**config.mk**
```make
export PLATFORM = sky130hd
export DESIGN_NAME = fetch_unit
export DESIGN_NICKNAME = d
export VERILOG_FILES = /design/src/rtl/fetch_pkg.sv /design/src/rtl/fetch_fifo.sv /design/src/rtl/fetch_unit.sv
export SDC_FILE = /design/constraint.sdc
export NUM_CORES = 1
export LEC_CHECK = 0
export CELL_PAD_IN_SITES_DETAIL_PLACEMENT = 1
export CELL_PAD_IN_SITES_GLOBAL_PLACEMENT = 2
export CORE_MARGIN = 1.5
export CORE_UTILIZATION = 39
export DETAILED_ROUTE_END_ITERATION = 10
export GPL_TIMING_DRIVEN = 0
export PLACE_DENSITY = 0.91
export SLEW_MARGIN = 20
export SYNTH_ARGS = -nofsm -noshare
export SYNTH_HDL_FRONTEND = slang
export SYNTH_HIERARCHICAL = 1
export SYNTH_SLANG_ARGS = --single-unit
```
**constraint.sdc**
```tcl
create_clock -name i_clk -period 9.1 [get_ports i_clk]
set_input_delay 1.82 -clock i_clk [delete_from_list [all_inputs] [get_ports i_clk]]
set_output_delay 1.82 -clock i_clk [all_outputs]
set_load 0.01 [all_outputs]
```
**src/rtl/fetch_pkg.sv**
```systemverilog
// Shared types and constants for the instruction prefetch unit.
package fetch_pkg;

   typedef enum logic [1:0] {
      S_IDLE    = 2'd0,
      S_WAIT    = 2'd1,
      S_DISCARD = 2'd2
   } state_t;

   localparam logic [2:0] SEL_WORD = 3'b010;
   localparam int         INSTR_W  = 32;

endpackage

```
**src/rtl/fetch_fifo.sv**
```systemverilog
// Synchronous FIFO holding {pc, instr} entries; head is read straight from storage.
module fetch_fifo
   import fetch_pkg::*;
#(
   parameter int WIDTH = 64,
   parameter int DEPTH = 4
) (
   input  logic                       i_clk,
   input  logic                       i_reset,
   input  logic                       clear,
   input  logic                       push,
   input  logic                       pop,
   input  logic [WIDTH-1:0]           din,
   output logic [WIDTH-1:0]           dout,
   output logic                       valid,
   output logic [$clog2(DEPTH):0]     count
);

   localparam int PW = $clog2(DEPTH);
   localparam int CW = PW + 1;

   logic [WIDTH-1:0] mem [DEPTH];
   logic [PW-1:0]    head;
   logic [PW-1:0]    tail;
   logic             pop_ok;
   logic [CW-1:0]    count_n;

   // Popping an empty queue is silently ignored.
   assign pop_ok = pop && valid;

   always_comb begin
      count_n = count;
      if (clear)
         count_n = '0;
      else if (push && !pop_ok)
         count_n = count + CW'(1);
      else if (!push && pop_ok)
         count_n = count - CW'(1);
   end

   always_ff @(posedge i_clk) begin
      if (i_reset) begin
         head  <= '0;
         tail  <= '0;
         count <= '0;
         valid <= 1'b0;
      end else begin
         count <= count_n;
         valid <= (count_n != '0);
         if (clear) begin
            head <= '0;
            tail <= '0;
         end else begin
            if (push)   tail <= tail + PW'(1);
            if (pop_ok) head <= head + PW'(1);
         end
      end
   end

   always_ff @(posedge i_clk) begin
      if (i_reset) begin
         for (int i = 0; i < DEPTH; i++) mem[i] <= '0;
      end else if (push && !clear) begin
         mem[tail] <= din;
      end
   end

   assign dout = mem[head];

   push_not_full: assert property (@(posedge i_clk) disable iff (i_reset)
      (push && !clear) |-> (count != CW'(DEPTH)));

endmodule

```
**src/rtl/fetch_unit.sv**
```systemverilog
// RV32 instruction prefetch: one outstanding word read at a time, results queued for execute.
//
// state     | meaning
// S_IDLE    | no read outstanding; issue when enabled, memory free and queue has room
// S_WAIT    | read outstanding; its data is pushed on fin
// S_DISCARD | read outstanding but redirected away; its data is dropped on fin
module fetch_unit
   import fetch_pkg::*;
#(
   parameter int              XLEN     = 32,
   parameter int              DEPTH    = 4,
   parameter logic [XLEN-1:0] RESET_PC = '0
) (
   input  logic                     i_clk,
   input  logic                     i_reset,
   input  logic                     i_enable,
   input  logic                     i_redirect,
   input  logic [XLEN-1:0]          i_redirect_pc,
   output logic                     o_valid,
   output logic [INSTR_W-1:0]       o_instr,
   output logic [XLEN-1:0]          o_pc,
   input  logic                     i_ready,
   output logic [$clog2(DEPTH):0]   o_count,
   output logic                     o_mem_exec,
   output logic [XLEN-1:0]          o_mem_addr,
   output logic                     o_mem_we,
   output logic [2:0]               o_mem_sel,
   input  logic                     i_mem_busy,
   input  logic                     i_mem_fin,
   input  logic [INSTR_W-1:0]       i_mem_data
);

   localparam int CW = $clog2(DEPTH) + 1;

   state_t                    state;
   logic [XLEN-1:0]           fetch_pc;
   logic                      issue;
   logic                      push;
   logic [XLEN+INSTR_W-1:0]   head;
   logic                      unused_pc_bits;

   assign unused_pc_bits = ^i_redirect_pc[1:0];

   assign issue = (state == S_IDLE) && i_enable && !i_mem_busy && !i_redirect
                  && (o_count < CW'(DEPTH));
   assign push  = (state == S_WAIT) && i_mem_fin && !i_redirect;

   always_ff @(posedge i_clk) begin
      if (i_reset) begin
         state      <= S_IDLE;
         fetch_pc   <= RESET_PC;
         o_mem_exec <= 1'b0;
         o_mem_addr <= '0;
      end else begin
         case (state)
            S_IDLE: begin
               if (issue) begin
                  o_mem_exec <= 1'b1;
                  o_mem_addr <= fetch_pc;
                  state      <= S_WAIT;
               end
            end
            S_WAIT: begin
               if (i_mem_fin) begin
                  o_mem_exec <= 1'b0;
                  state      <= S_IDLE;
                  if (!i_redirect) fetch_pc <= fetch_pc + XLEN'(4);
               end else if (i_redirect) begin
                  state <= S_DISCARD;
               end
            end
            S_DISCARD: begin
               if (i_mem_fin) begin
                  o_mem_exec <= 1'b0;
                  state      <= S_IDLE;
               end
            end
            default: state <= S_IDLE;
         endcase
         // Redirect overrides the post-fin increment above.
         if (i_redirect) fetch_pc <= {i_redirect_pc[XLEN-1:2], 2'b00};
      end
   end

   assign o_mem_we  = 1'b0;
   assign o_mem_sel = SEL_WORD;

   fetch_fifo #(
      .WIDTH (XLEN + INSTR_W),
      .DEPTH (DEPTH)
   ) u_fifo (
      .i_clk   (i_clk),
      .i_reset (i_reset),
      .clear   (i_redirect),
      .push    (push),
      .pop     (i_ready),
      .din     ({fetch_pc, i_mem_data}),
      .dout    (head),
      .valid   (o_valid),
      .count   (o_count)
   );

   assign o_pc    = head[XLEN+INSTR_W-1:INSTR_W];
   assign o_instr = head[INSTR_W-1:0];

endmodule

```
==> results of run 1 <==
==> sequential cells by signal, indices dropped and copies added (netlist names), named ones only <==
signal,flops
state,2
o_mem_addr,30
u_fifo/tail,2
u_fifo/count,3
o_mem_exec,1
u_fifo/mem,256
u_fifo/head,2
u_fifo/valid,1
fetch_pc,30
==> layout by cell type, fill, tap and decap left out, drive strengths merged, types with 3 or more instances in the layout <==
cell,instances
a211oi,10
a21oi,38
a311oi,17
and2,257
and3,4
and4,5
buf,60
bufinv,3
clkbuf,75
clkdlybuf4s50,166
clkinv,14
conb,14
dfxtp,73
edfxtp,256
ha,8
inv,16
mux4,64
nand2,78
nand3,12
nand4,10
nor2,39
nor3,4
nor4,4
o21ai,10
o31ai,10
or2,5
or3,5
or4,12
xnor2,7
xor2,11
==> routing by layer <==
| layer | vias to the layer above | routed length, um | GRT usage |
|---|---|---|---|
| li1 | 4274 | - | - |
| met1 | 4655 | 16020 | 0.2444 |
| met2 | 224 | 19090 | 0.3536 |
| met3 | 59 | 1650 | 0.03371 |
| met4 | 0 | 908 | 0.05541 |
| met5 | - | 0 | 0 |
==> worst max-delay path, cell delays in order <==
cell and delay, ps:
clkdlybuf4s50_1 640, clkbuf_1 340, nor2_1 310, buf_6 210, inv_4 60, nor4_4 310
buf_6 230, or2_4 510, buf_12 320
==> through the flow <==
stage / TNS, ps / worst slack [ps]
2_1_floorplan: 0 / 1337
3_3_place_gp: -230290 / -3601
3_5_place_dp: 0 / 3945
4_1_cts: 0 / 4493
5_1_grt: 0 / 4370
6_report: 0 / 4523
==> path summary, 6_finish.rpt <==
kind / from / end / slack (ps) / cells past startpoint
worst min-delay path: o_mem_addr[18] / o_mem_addr[18] / 460 / 2
worst max register to register: state[1] / u_fifo/mem[2][31] / 5870 / 10
worst min register to register: o_mem_addr[18] / o_mem_addr[18] / 460 / 2
worst max-delay path: i_redirect / u_fifo/mem[2][31] / 4520 / 9
==> power breakdown <==
part | total (mW) | switching [mW] | internal (mW) | leakage, nW
sequential | 1.72 | 0.0428 | 1.68 | 3.24
combinational | 0.259 | 0.135 | 0.124 | 2.63
clock | 1.45 | 0.609 | 0.843 | 0.559
==> cell families after synthesis <==
group / after synthesis / synth area share
flops: 329 / 0.6249
compound gates: 95 / 0.04264
simple gates: 443 / 0.1751
mux: 65 / 0.09913
other cells: 2 / 0.0005129
fa+ha+maj: 8 / 0.006837
xor+xnor: 18 / 0.01077
buf+inv: 93 / 0.04016
==> final cells by class <==
class	instances	area [sq um]	share of cell area
timing repair buffer	175	1822	0.09966
tap	468	585.6	0.03204
clock inverter	18	188.9	0.01034
multi-input combinational	643	4971	0.2720
inverter	16	62.56	0.003423
buffer	77	525.5	0.02875
clock buffer	50	974.7	0.05332
sequential	329	9149	0.5005
==> impl_results.md, run 1 <==
* Total Power at 3.432 mW
* Design area at 18280 sq um
* Initial antenna violation count at 0
* Slew Limit Fails at 0
* Fraction of layout cells with a size suffix above 1 at 0.1460
* Htree depth at 2
* Critical Path RT at 9310 ps
* Die Width at 196.8 um
* Synth warn at 6
* Synth unique cells at 62
* Iteration-0 DRC count of the detailed router at 432
* DRC Markers at 0
* Vias in the first global route at 10160
* Synth area leader: edfxtp_1
* Area share of the largest cell type after synthesis at 0.5250
* Ant. Diodes at 0
* DP Wirelength at 25420 um
* Max-slew headroom at 0.3224
* Top cells by count, synth: 256 x and2_1, 256 x edfxtp_1, 77 x nand2_1
* Die area at 38710 sq um
* Hold Violations, Final at 0
* Pwr dens at 187.7 nW/um^2
* Buffers on Ports at 166
* Tcrit/Tclk final at 0.5030
* Rows at 70
* Core Area at 36790 sq um
* Gr usage total at 0.1972
* Fillers at 3682
* Min cycle time layout at 4577 ps
* Avg Inst Size Synth at 13.90 sq um
* Outcome: finished, final reports clean
* Final Hold Slack at 456.4 ps
* Area Overhead vs Synth at 24.84%
* HP Class: flop to flop
* Worst Clk Skew at 18.88 ps
* # setup viols final at 0
* Clock transition at path regs at 60 ps
* Final Instance Count excl. Fillers at 1776
* Worst-margin pin slew at 1007 ps
* Worst EP arrival at 4780 ps
* Vias at 9212
* Crit Path Category: input port to flop
* Number of max-cap violations at 0
* Final core occ at 0.4969
* Cell Area, Placed at 17120 sq um
* Ranking of synthesized cells by area: edfxtp_1 53%, and2_1 11%, dfxtp_1 10%
* # resized after CTS at 0
* WL/cell at 21.21 um
* Clock buffer depth at 3
* First-pass DRT Iterations at 5
* WL final at 37660 um
* Post-synthesis register bit count at 329
* First-pass GRT wire length at 58340 um
* Synth Flop Type: edfxtp_1
* FMAX at 0.2185 GHz
* Layout net count at 1358
* Clock Sinks at 329
* LEAKAGE at 6.434 nW
* Async S/R FF share, synth at 0
* Crit end category: flop
* CTS tree: built
* Synth Instances at 1053
* Number of routed nets with antenna violations at 0
* Total CTS buffers at 37
* Vias/cell at 5.187
* Grt ovf at 0
* Die H at 196.8 um
* Placed insts at 1708
* Hold Buf Count CTS at 0
* Num ports at 176
* Post-synthesis sequential area ratio at 0.6249
* CTS Root Cell: clkbuf_16
* Post-CTS Setup Bufs at 0
* Crit-path max FO at 34
* Starting Density at 0.3980
* Mapped Area at 14640 sq um
* Worst skew pair latency at 540 ps
* Number of flops mapped to enable cells by yosys at 256
* RSZ-0062 raised after global routing: no
* Routability Congestion at 0.7869
* Crit path launch type: input port
* Maximum VDD drop at 0.1130 mV
* Largest net degree at the start of global routing at 35
No activity file was read; power rests on OpenSTA's default activity.
==> run 2, diff against run 1 <==
--- a/config.mk
+++ b/config.mk
@@ -8,10 +8,10 @@
 export CELL_PAD_IN_SITES_DETAIL_PLACEMENT = 1
 export CELL_PAD_IN_SITES_GLOBAL_PLACEMENT = 2
 export CORE_MARGIN = 1.5
-export CORE_UTILIZATION = 39
+export CORE_UTILIZATION = 36
 export DETAILED_ROUTE_END_ITERATION = 10
 export GPL_TIMING_DRIVEN = 0
-export PLACE_DENSITY = 0.91
+export PLACE_DENSITY = 0.89
 export SLEW_MARGIN = 20
 export SYNTH_ARGS = -nofsm -noshare
 export SYNTH_HDL_FRONTEND = slang
==> constraint.sdc (replaced) <==
create_clock -name i_clk -period 3.9 [get_ports i_clk]
set_input_delay 0.78 -clock i_clk [delete_from_list [all_inputs] [get_ports i_clk]]
set_output_delay 0.78 -clock i_clk [all_outputs]
set_load 0.01 [all_outputs]
==> run 2 against run 1 <==
  * Via count decreased by 0.28%
  * Count of clock-buffer cells in the layout decreased by 3
  * Clock power rose by 140%
  * Largest cell class unchanged
  * Final area is 0.62% higher
  * Critical path type unchanged
  * Largest power group unchanged
  * Critical endpoint is now u_fifo/mem[0][22]
  * First-iteration DRC count stayed put
==> impl_results.md, run 2 (synthesis gave the netlist of run 1 again) <==
* Layout net count at 1358 (unchanged)
* Vias/cell at 5.014 (-3.3%)
* Die area at 41890 sq um (+8.2%)
* Outcome: finished, final reports clean
* Pwr dens at 440.8 nW/um^2 (+130%)
* Initial antenna violation count at 0 (unchanged)
* Worst reg2reg path startpoint: state[1]
* Reg with most FFs: u_fifo/mem
* Worst R2R Path Depth at 10 (unchanged)
* CTS tree: built
* Worst skew pair latency at 530 ps (about the same)
* FMAX at 0.2756 GHz
* Crit-path max FO at 37 (+8.8%)
* Tcrit/Tclk final at 0.9305
* # setup viols final at 0 (unchanged)
* Die Width at 204.7 um (+4.0%)
* Core Area at 39910 sq um (+8.5%)
* Starting Density at 0.3668 (-0.03120)
* HP Class: flop to flop
* Clock Sinks at 329 (unchanged)
* WL final at 38390 um (+1.9%)
* Crit path launch type: input port
* Iteration-0 DRC count of the detailed router at 432 (unchanged)
* Maximum VDD drop at 0.2597 mV (+130%)
* Total Power at 8.107 mW (+140%)
* Most frequent cells in the layout: 256 x and2_1, 256 x edfxtp_1, 166 x clkdlybuf4s50_1, 77 x nand2_1, 73 x dfxtp_1
* Buffers on Ports at 166 (unchanged)
* Grt ovf at 0 (unchanged)
* Crit Path Category: input port to flop
* Largest net degree at the start of global routing at 39 (+11%)
* Max-slew headroom at 0.3526 (+0.03023)
* First-pass DRT Iterations at 5 (unchanged)
* Setup WS pre-CTS at -312.6 ps (-4257 ps)
* Gr usage total at 0.1865 (-0.01073)
* DP Wirelength at 25560 um (+0.56%)
* WHS Path Cells at 2 (unchanged)
* Final core occ at 0.4608 (-0.03610)
* Number of max-cap violations at 0 (unchanged)
* Design area at 18390 sq um (+0.62%)
* Setup crit start: i_redirect
* Rows at 73 (+4.3%)
* Final Hold Slack at 458.3 ps (+1.877 ps)
* Ant. Diodes at 0 (unchanged)
* Routability Congestion at 0.7846 (-0.29%)
* Final setup margin at 271.1 ps (-4252 ps)
* Number of flip-flops in the largest register at 256 (unchanged)
* LEAKAGE at 6.466 nW (+0.51%)
* Clock buffer depth at 3 (unchanged)
* FF-to-FF setup slack at 650 ps (-5220 ps)
* RSZ-0062 raised after global routing: no
* First-pass GRT wire length at 59000 um (+1.1%)
* Largest registers: u_fifo/mem: 256 flops, fetch_pc: 30 flops, o_mem_addr: 30 flops
* Min cycle time layout at 3629 ps
* CP endpoint: u_fifo/mem[0][22]
* Vias at 9186 (-0.28%)
* Clock transition at path regs at 60 ps (about the same)
* Area Overhead vs Synth at 25.62%
* Hold Buf Count CTS at 0 (unchanged)
* Htree depth at 2 (unchanged)
* DRC Markers at 0 (unchanged)
* Worst EP arrival at 3840 ps (-940 ps)
* # resized after CTS at 0 (unchanged)
* Post-CTS Setup Bufs at 0 (unchanged)
* Number of routed nets with antenna violations at 0 (unchanged)
* Reg2reg end: u_fifo/mem[0][22]
* Crit end category: flop
* Worst Clk Skew at 18.06 ps (-0.8162 ps)
* Num ports at 176 (unchanged)
* Critical Path RT at 4110 ps (-5200 ps)
* Fraction of layout cells with a size suffix above 1 at 0.1515 (+0.005468)
* Fillers at 4095 (+11%)
* CTS Root Cell: clkbuf_16
* Hold Violations, Final at 0 (unchanged)
* Slew Limit Fails at 0 (unchanged)
* Cell Area, Placed at 17190 sq um (+0.41%)
* WL/cell at 20.96 um (-1.2%)
* Die H at 204.7 um (+4.0%)
* Total CTS buffers at 37 (unchanged)
* Vias in the first global route at 9993 (-1.6%)
* Worst-margin pin slew at 962.2 ps (-44.93 ps)
## run 2: cell types whose count changed in the layout (fill, tap and decap cells not counted)
cell | before | now
buf_6 | 25 | 24
clkbuf_8 | 0 | 2
clkinv_2 | 3 | 8
clkinv_4 | 1 | 0
buf_12 | 3 | 2
clkinv_1 | 8 | 5
buf_8 | 0 | 2
bufinv_16 | 3 | 4
clkbuf_1 | 34 | 29
## run 2: routing by layer
| metal | vias up | wire length [um] | global-route usage |
|---|---|---|---|
| li1 | 4286 | - | - |
| met1 | 4632 | 16160 | 0.2307 |
| met2 | 214 | 19720 | 0.3325 |
| met3 | 54 | 1779 | 0.03420 |
| met4 | 0 | 734 | 0.04963 |
| met5 | - | 0 | 0 |
## run 2: final cells by class
cell class | instances | area, sq um | share of cell area
Buffer | 77 | 525.5 | 0.02857
Clock buffer | 47 | 983.4 | 0.05347
Clock inverter | 20 | 224.0 | 0.01218
Inverter | 16 | 62.56 | 0.003401
Multi-Input combinational cell | 643 | 4971 | 0.2703
Sequential cell | 329 | 9149 | 0.4974
Tap cell | 525 | 656.9 | 0.03571
Timing Repair Buffer | 175 | 1821 | 0.09898
## run 2: power breakdown
group	internal [mW]	switching [mW]	total [mW]	leakage [nW]
registers	3.91	0.101	4.01	3.24
logic	0.290	0.314	0.603	2.63
clock network	2.06	1.43	3.49	0.592
total	6.26	1.84	8.11	6.47
## run 2: worst min path at each step
stage	from	to	slack [ps]
finish	o_mem_addr[8]	o_mem_addr[8]	460
global route	o_mem_addr[8]	o_mem_addr[8]	490
CTS	o_mem_addr[8]	o_mem_addr[8]	460
detailed placement	o_mem_addr[8]	o_mem_addr[8]	450
global placement	o_mem_addr[22]	o_mem_addr[22]	450
floorplan	fetch_pc[31]	o_mem_addr[31]	470
## run 2: worst max-delay path: stages
cell             delay, ps
clkdlybuf4s50_1        660
clkbuf_1               340
nor2_1                 320
buf_6                  210
inv_4                   70
nor4_4                 300
buf_6                  230
or2_4                  600
buf_12                 300
## run 2: metrics by stage
stage,std cells,TNS (ps)
2_1_floorplan,1065,0
3_5_place_dp,1765,-25580
4_1_cts,1832,0
3_3_place_gp,1756,-302480
5_1_grt,1832,0
6_report,1832,0
==> run 3, diff against run 2 <==
--- a/config.mk
+++ b/config.mk
@@ -7,6 +7,7 @@
 export LEC_CHECK = 0
 export CELL_PAD_IN_SITES_DETAIL_PLACEMENT = 1
 export CELL_PAD_IN_SITES_GLOBAL_PLACEMENT = 2
+export CORE_ASPECT_RATIO = 0.9
 export CORE_MARGIN = 1.5
 export CORE_UTILIZATION = 36
 export DETAILED_ROUTE_END_ITERATION = 10
==> run 3 against run 2 <==
  * Sequential cell count did not move
  * Final area is 0.18% lower
  * Worst hold slack improved by 1.5 ps
  * Critical path type unchanged
==> impl_results.md, run 3 (synthesis gave the netlist of run 1 again) <==
* Outcome: finished, final reports clean
* First-pass DRT Iterations at 4 (-1)
* RSZ-0062 raised after global routing: no
* DP Wirelength at 25730 um (+0.66%)
* Area Overhead vs Synth at 25.40%
* Hold Buf Count CTS at 0 (unchanged)
* Met3 wire length at 1777 um (-0.11%)
* Final core occ at 0.4613 (+0.0005150)
* Crit Path Category: input port to flop
* Num ports at 176 (unchanged)
* Number of routed nets with antenna violations at 0 (unchanged)
* Max-slew headroom at 0.4273 (+0.07473)
* Clk pwr share at 0.420 (-0.011)
* Setup WS pre-CTS at -263.3 ps (+49.27 ps)
* First-pass GRT wire length at 59300 um (+0.51%)
* Met1 WL at 16130 um (-0.18%)
* Total Power at 7.953 mW (-1.9%)
* Post-CTS Setup Bufs at 0 (unchanged)
* Ant. Diodes at 0 (unchanged)
* LEAKAGE at 6.438 nW (-0.44%)
* Crit end category: flop
* Clock buffer depth at 3 (unchanged)
* Layout net count at 1359 (+0.074%)
* Reg with most FFs: u_fifo/mem
* Crit-path max FO at 33 (-11%)
* Vias/cell at 4.986 (-0.55%)
* # resized after CTS at 0 (unchanged)
* Gr usage total at 0.1832 (-0.003316)
* FMAX at 0.2764 GHz (+0.29%)
* Met2 wire length at 19310 um (-2.1%)
* Total CTS buffers at 38 (+2.7%)
* Die area at 41890 sq um (about the same)
* Worst EP arrival at 3820 ps (-20 ps)
* Largest net degree at the start of global routing at 34 (-13%)
* Clock transition at path regs at 60 ps (about the same)
* Fraction of layout cells with a size suffix above 1 at 0.1483 (-0.003174)
* CTS Root Cell: clkbuf_16
* Critical Path RT at 4100 ps (about the same)
* Setup crit start: i_redirect
* Htree depth at 2 (unchanged)
* Sw Share at 0.2274 (about the same)
* Core Area at 39800 sq um (-0.29%)
* Rows at 69 (-5.5%)
* Fillers at 4050 (-1.1%)
* Die Width at 215.6 um (+5.3%)
* WL/cell at 20.61 um (-1.6%)
* Origin of the worst min-delay path: o_mem_addr[25]
* Most frequent cells in the layout: 256 x and2_1, 256 x edfxtp_1, 166 x clkdlybuf4s50_1, 77 x nand2_1, 73 x dfxtp_1
* Crit path launch type: input port
* Number of flip-flops in the largest register at 256 (unchanged)
* Slew Limit Fails at 0 (unchanged)
* Placed insts at 1772 (+0.40%)
* Total net switching power at 1.809 mW (-1.8%)
* Highest Signal Layer: met4
* Die H at 194.3 um (-5.1%)
* Vias at 9175 (-0.12%)
* Worst Clk Skew at 21.78 ps (+3.723 ps)
* Grt ovf at 0 (unchanged)
* Hold Violations, Final at 0 (unchanged)
* Tcrit/Tclk final at 0.9278 (-0.002649)
* Worst skew pair latency at 530 ps (about the same)
* WL final at 37930 um (-1.2%)
* Maximum VDD drop at 0.2734 mV (+5.3%)
* DRC Markers at 0 (unchanged)
* Starting Density at 0.3679 (+0.001061)
* Pwr dens at 433.2 nW/um^2 (-1.7%)
* Clock Sinks at 329 (unchanged)
* Combinational Power Share at 0.076 (+0.002)
* Sequential share of power at 0.505 (+0.010)
* Buffers on Ports at 166 (unchanged)
* Vias in the first global route at 10130 (+1.4%)
* Routability Congestion at 0.7771 (-0.96%)
* Final setup margin at 281.4 ps (+10.33 ps)
* CTS tree: built
* Min cycle time layout at 3619 ps (-10.33 ps)
* Worst reg2reg path startpoint: state[1]
* Largest registers: u_fifo/mem: 256 flops, fetch_pc: 30 flops, o_mem_addr: 30 flops
* Internal at 6.144 mW (-1.9%)
* Initial antenna violation count at 0 (unchanged)
* Worst-margin pin slew at 859.0 ps (-103.2 ps)
* Design area at 18360 sq um (-0.18%)
* Iteration-0 DRC count of the detailed router at 539 (+25%)
* HP Class: flop to flop
* Final Instance Count excl. Fillers at 1840 (+0.44%)
* Cell Area, Placed at 17190 sq um (about the same)
* Number of max-cap violations at 0 (unchanged)
* # setup viols final at 0 (unchanged)
-- run 3: cell count changes in the layout (fill, tap and decap cells not counted), sizes merged --
cell / previous run / this run
bufinv: 4 / 1
clkinv: 15 / 16
clkinvlp: 1 / 2
inv: 16 / 15
clkbuf: 72 / 75
-- run 3: per-layer routing --
metal	vias up	global-route usage
met5	-	0
met4	0	0.04766
met3	43	0.03271
met2	239	0.3208
met1	4595	0.2333
li1	4298	-
-- run 3: critical path: stages --
cell	delay [ps]
clkdlybuf4s50_1	670
clkbuf_1	360
nor2_1	300
buf_6	200
inv_4	70
nor4_4	320
buf_6	240
or2_4	530
buf_12	310
-- run 3: worst paths after layout --
kind,endpoint,slack (ps),cells past startpoint
min,o_mem_addr[25],460,2
min reg2reg,o_mem_addr[25],460,2
max,u_fifo/mem[2][22],280,9
max reg2reg,u_fifo/mem[2][22],670,10
-- run 3: layout make-up --
type                       count  area, sq um  area share
sequential                   329         9149      0.4983
multi-input combinational    643         4971      0.2708
timing repair buffer         175         1817     0.09895
clock buffer                  50         1037     0.05649
tap                          532        665.6     0.03625
buffer                        77        525.5     0.02862
clock inverter                18        132.6    0.007224
inverter                      16        62.56    0.003407
-- run 3: metrics by stage --
stage,TNS [ps],hold WS [ps]
global route,0,487.9
global placement,-289480,447.0
CTS,0,459.5
finish,0,459.8
floorplan,0,472.1
detailed placement,-22980,451.3
-- run 3: power by group through the flow --
stage / registers (mW) / logic, mW / clock network (mW)
3_3_place_gp: 4.09 / 0.578 / 0
4_1_cts: 4.02 / 0.611 / 3.42
5_1_grt: 4.03 / 0.657 / 3.56
2_1_floorplan: 4.05 / 0.302 / 0
6_report: 4.02 / 0.601 / 3.34
3_5_place_dp: 4.09 / 0.608 / 0
